===== src/rtl/uart_rx_fifo.sv =====
// Receive-side character FIFO between the UART receiver and the host port.
// Stores {error flags, data} per character and provides peek, status flags and RTS.
module uart_rx_fifo #(
  parameter int unsigned DATA_BITS  = 8,
  parameter int unsigned FIFO_WIDTH = 8
) (
  input  logic                 Clk,
  input  logic                 Rst,
  input  logic                 Wr_En,
  input  logic [DATA_BITS-1:0] Wr_Data,
  input  logic [2:0]           Wr_Err,
  input  logic                 Pop_Data,
  output logic [DATA_BITS-1:0] Data_Out,
  output logic                 Data_Rdy,
  output logic [2:0]           Rx_Error,
  output logic [2:0]           Rx_Err_Out,
  output logic                 FIFO_Empty,
  output logic                 FIFO_Full,
  output logic                 FIFO_Overflow,
  output logic                 RTS
);

  localparam int unsigned ENTRIES = 2 ** FIFO_WIDTH;
  localparam int unsigned CW      = FIFO_WIDTH + 1;
  localparam int unsigned WW      = DATA_BITS + 3;
  localparam logic [CW-1:0] MAX_CNT  = CW'(ENTRIES);
  localparam logic [CW-1:0] FULL_LVL = CW'(ENTRIES / 2 + 1);

  logic [WW-1:0]         mem [ENTRIES];
  logic [FIFO_WIDTH-1:0] wr_ptr;
  logic [FIFO_WIDTH-1:0] rd_ptr;
  logic [CW-1:0]         count;

  logic                  pop_ok;
  logic                  wr_ok;
  logic                  drop;
  logic [FIFO_WIDTH-1:0] rd_next;
  logic [CW-1:0]         remain;
  logic [CW-1:0]         count_next;
  logic [2:0]            head_next;

  // A pop frees a slot in the same cycle, so a full FIFO still accepts a write alongside it.
  always_comb begin
    pop_ok     = Pop_Data && (count != '0);
    wr_ok      = Wr_En && ((count != MAX_CNT) || pop_ok);
    drop       = Wr_En && !wr_ok;
    rd_next    = rd_ptr + FIFO_WIDTH'(pop_ok);
    remain     = count - CW'(pop_ok);
    count_next = remain + CW'(wr_ok);
    head_next  = '0;
    if (remain != '0) begin
      head_next = mem[rd_next][WW-1:DATA_BITS];
    end else if (wr_ok) begin
      head_next = Wr_Err;
    end
  end

  // Storage array, no reset needed.
  always_ff @(posedge Clk) begin
    if (wr_ok) begin
      mem[wr_ptr] <= {Wr_Err, Wr_Data};
    end
  end

  always_ff @(posedge Clk) begin
    if (Rst) begin
      wr_ptr        <= '0;
      rd_ptr        <= '0;
      count         <= '0;
      Data_Out      <= '0;
      Rx_Err_Out    <= '0;
      Data_Rdy      <= 1'b0;
      Rx_Error      <= '0;
      FIFO_Empty    <= 1'b1;
      FIFO_Full     <= 1'b0;
      FIFO_Overflow <= 1'b0;
      RTS           <= 1'b1;
    end else begin
      if (wr_ok) begin
        wr_ptr <= wr_ptr + FIFO_WIDTH'(1);
      end
      rd_ptr   <= rd_next;
      count    <= count_next;
      Data_Rdy <= pop_ok;
      if (pop_ok) begin
        Data_Out   <= mem[rd_ptr][DATA_BITS-1:0];
        Rx_Err_Out <= mem[rd_ptr][WW-1:DATA_BITS];
      end
      Rx_Error   <= head_next;
      FIFO_Empty <= (count_next == '0);
      FIFO_Full  <= (count_next >= FULL_LVL);
      RTS        <= (count_next < FULL_LVL);
      // Sticky drop indicator; the first accepted pop clears it.
      if (pop_ok) begin
        FIFO_Overflow <= 1'b0;
      end else if (drop) begin
        FIFO_Overflow <= 1'b1;
      end
    end
  end

endmodule


===== config.mk =====
export PLATFORM = sky130hd
export DESIGN_NAME = uart_rx_fifo
export DESIGN_NICKNAME = d
export VERILOG_FILES = /design/src/rtl/uart_rx_fifo.sv
export SDC_FILE = /design/constraint.sdc
export NUM_CORES = 2
export LEC_CHECK = 0
export CAP_MARGIN = 40
export CORE_UTILIZATION = 30
export DETAILED_ROUTE_END_ITERATION = 7
export HOLD_SLACK_MARGIN = 0.1
export SYNTH_ARGS = -nofsm -noshare
export SYNTH_HDL_FRONTEND = slang
export SYNTH_SLANG_ARGS = --single-unit

===== constraint.sdc =====
create_clock -name Clk -period 9.45 [get_ports Clk]
set_input_delay 1.4175 -clock Clk [delete_from_list [all_inputs] [get_ports Clk]]
set_output_delay 1.4175 -clock Clk [all_outputs]
set_load 0.05 [all_outputs]

==> flow_summary.toml <==
[drt]
post-route-drc-count = 0
totalWireLength_um = 343500
dr.pass1.iters = 6
wire_per_inst_um = 29.50
route.detailed.vias_per_inst = 5.421
antenna_left = 0
route.vias.total = 63120
drt_iter0_markers = 7861

[hold_path]
min_path_type = "reg -> reg"
hold_depth = 2
hp-start = "wr_ptr[0]$_SDFFE_PP0N_"
hold-path-endpoint = "wr_ptr[0]$_SDFFE_PP0N_"

[floorplan]
design.core.area_um2 = 390200
die_area_um2 = 396000
floorplan.rows = 229
num_io_pins = 34
die-height_um = 629.3
start_util_pct = 30.25
die_width_um = 629.3

[pwr]
p_total_mw = 33.12
irDropWorstVdd_mv = 0.2769
power.density_nw_per_um2 = 242.7
power.leakage_nw = 41.23

[logic_synthesis]
synthTopCellsByCount = "sky130_fd_sc_hd__edfxtp_1 (2,816), sky130_fd_sc_hd__mux4_2 (797), sky130_fd_sc_hd__mux2i_1 (380)"
synth_sequential_area_ratio_pct = 72.38
netlist_top_cells_area = "sky130_fd_sc_hd__edfxtp_1 (72%), sky130_fd_sc_hd__mux4_2 (15%), sky130_fd_sc_hd__mux2i_1 (3.2%)"
synthCells = 5850
synth_warnings = 0
post_synthesis_instance_area_um2 = 118100
mappedNetlistNets = 5875
synth_most_common_cell = "sky130_fd_sc_hd__edfxtp_1"
synthFlopType = "sky130_fd_sc_hd__edfxtp_1"
yosysUniqueCellTypes = 84
most_area_hungry_cell_type_in_the_yosys_netlist = "sky130_fd_sc_hd__edfxtp_1"
syn_avg_cell_area_um2 = 20.18
postSynthRegisterBits = 2860
synth_top_area_share_pct = 71.63
asyncSetResetFlopFracSynth_pct = 0
synth_enable_flop_cells = 2816

[cts]
htree_num_levels = 5
clkSlewWorstSetupHoldPaths_ps = 70
cts.repair_timing.setup_buffer_count = 0
postCtsResizedCells = 0
cts-hold-fix-buffers = 0
cts_made_buffers = 303
maximum_root_to_sink_buffer_count = 4
tritoncts = "built"
clock-root-buffer = "sky130_fd_sc_hd__clkbuf_16"
clkSinkCount = 2860
clk-insertion-delay-late_ps = 900

[timing]
fin_setup_tns_ps = 0
setup_viol = 0
worstMarginPinSlew_ps = 1052
timing.fmax_ghz = 0.1788
finalCriticalPeriod_ps = 5593
hold_violation_total_from_the_final_report = 0
timing.max_slew.rel_slack_pct = 29.84
rsz0062_at_grt = "false"
finClkSkew_ps = 75.22
timing.hold.ws_ps = 568.7
timing.final.max_slew_violations = 0
layout_setup_ws_ps = 3857
final_min_period_over_clock_period_pct = 59.19

[worst_setup_path]
slowest_stage = "sky130_fd_sc_hd__ha_4"
worst_r2r_startpoint = "count[2]$_SDFF_PP0_"
worst-path-max-fanout = 90
setup.reg_to_reg.worst_slack_ps = 3860
critPathLaunchType = "register"
critical_path.n_buffers_inverters = 2
reg2reg_depth = 12
worstReg2RegEnd = "Rx_Error[1]$_SDFF_PP0_"
required_ps = 10240
worstSetupEndpointType = "register"
timing.setup.critical_path_class = "reg -> reg"
timing.critical_path.cells = "or4_1 > o41ai_2 > inv_1 > ha_4 > ha_4 > buf_12 > mux4_2 > mux4_2 > mux2i_1 > o221a_1 > a2111oi_0 > a221o_1"
timing.critical_path.arrival_ps = 6380
critical_path.max_stage_delay_ps = 720
critical-path-top-delay-family = "multiplexers"

[grt]
globalRouteTotalUtil_pct = 16.93
pin_count_of_the_biggest_net_entering_global_routing = 161
grt_overflow = 0
grt_first_pass_wirelength_um = 486200
grt_antenna_before_repair = 15
first_global_vias = 63690

[placed_design]
port-buffer-count = 33
pre_cts_ws_ps = 3276
place_congestion = 0.8616
place_hpwl_um = 213700

[layout]
numnets_final = 6235
layout-drive-gt1-share_pct = 27.62
layout-area-overhead-vs-synth_pct = 15.58

[run_status]
status = "finished clean"

[run]
cap_violations = 0
## cell type report
| type | count | area [µm²] |
|---|---|---|
| clock buffers | 369 | 7904 |
| diodes | 6 | 15.01 |
| clock inverters | 166 | 1739 |
| well taps | 5197 | 6502 |
| fillers | 35990 | 253800 |
| flip-flops and latches | 2860 | 85460 |
| inverters | 14 | 65.06 |
| multi-input cells | 2590 | 30240 |
| repair buffers | 441 | 4528 |
## power by group
group	internal [mW]	switching, mW	total [mW]
sequential	14.0	0.157	14.1
combinational	3.39	3.83	7.22
clock	6.76	4.99	11.7
## state kept, by name, indices dropped and copies added (netlist names)
| signal | cells |
|---|---|
| Data_Rdy | 1 |
| count | 9 |
| Rx_Err_Out | 3 |
| rd_ptr | 8 |
| Data_Out | 8 |
| Rx_Error | 3 |
| wr_ptr | 8 |
| FIFO_Overflow | 1 |
| FIFO_Empty | 1 |
| FIFO_Full | 1 |
| RTS | 1 |
| mem | 2816 |
## worst max path at each step
stage	startpoint	end	cells past startpoint
after global placement	Pop_Data	Rx_Error[1]$_SDFF_PP0_	12
after floorplan	Pop_Data	Rx_Error[0]$_SDFF_PP0_	14
after CTS	count[2]$_SDFF_PP0_	Rx_Error[1]$_SDFF_PP0_	12
after detailed placement	Pop_Data	Rx_Error[1]$_SDFF_PP0_	12
final	count[2]$_SDFF_PP0_	Rx_Error[1]$_SDFF_PP0_	12
after global routing	count[2]$_SDFF_PP0_	Rx_Error[1]$_SDFF_PP0_	11
## cell usage in the layout, fill, tap and decap left out, types with 17 or more instances in the layout
master                               n
sky130_fd_sc_hd__buf_16             18
sky130_fd_sc_hd__a311oi_1           18
sky130_fd_sc_hd__edfxtp_1         2816
sky130_fd_sc_hd__clkdlybuf4s50_1    22
sky130_fd_sc_hd__mux4_2            797
sky130_fd_sc_hd__buf_8              60
sky130_fd_sc_hd__buf_4             292
sky130_fd_sc_hd__and2_1             24
sky130_fd_sc_hd__clkinv_1           51
sky130_fd_sc_hd__clkbuf_16         306
sky130_fd_sc_hd__a21oi_1           104
sky130_fd_sc_hd__o22ai_1            98
sky130_fd_sc_hd__o21ai_0            27
sky130_fd_sc_hd__clkbuf_1           62
sky130_fd_sc_hd__nand3_1            54
sky130_fd_sc_hd__nor2_1            243
sky130_fd_sc_hd__mux2i_1           380
sky130_fd_sc_hd__nor2b_1            35
sky130_fd_sc_hd__a31oi_1            24
sky130_fd_sc_hd__o221ai_1          111
sky130_fd_sc_hd__nor2_2             75
sky130_fd_sc_hd__buf_12             22
sky130_fd_sc_hd__bufinv_16          28
sky130_fd_sc_hd__dfxtp_1            38
sky130_fd_sc_hd__nand2_1           237
sky130_fd_sc_hd__clkinv_2           54
sky130_fd_sc_hd__nand2_2            17
sky130_fd_sc_hd__nor3_1             39
sky130_fd_sc_hd__a211oi_1           36
## worst min-delay path, cell delays in order, from the launching register on
cell	delay, ps
sky130_fd_sc_hd__dfxtp_1	380
sky130_fd_sc_hd__nand2_1	90
sky130_fd_sc_hd__a21oi_1	60
## metal layers
metal	wire length [µm]	global-route usage, %	up-vias
met1	135600	22.52	33810
met2	161000	26.99	3300
met3	30980	3.557	686
li1	-	-	25320
met5	57	0	-
met4	15880	6.931	8
## through the flow
stage,cells,utilization [%],instance area [µm²]
after CTS,11630,34.95,136400
final,11640,34.97,136500
after floorplan,5850,-,118100
after global placement,10980,32.02,125000
after global routing,11640,34.96,136400
after detailed placement,11100,32.47,126700
## kinds of logic after synthesis
logic type               after synthesis  synth area share (%)
flip-flops                          2860                 72.38
multiplexers                        1196                 18.67
AND/OR/NAND/NOR                      805                 2.996
AO/OA/AOI/OAI                        554                 3.363
buffers and inverters                400                 2.297
XOR/XNOR                              25                0.1918
adder cells (fa/ha/maj)               10                0.1060
No activity file was read; power rests on OpenSTA's default activity.
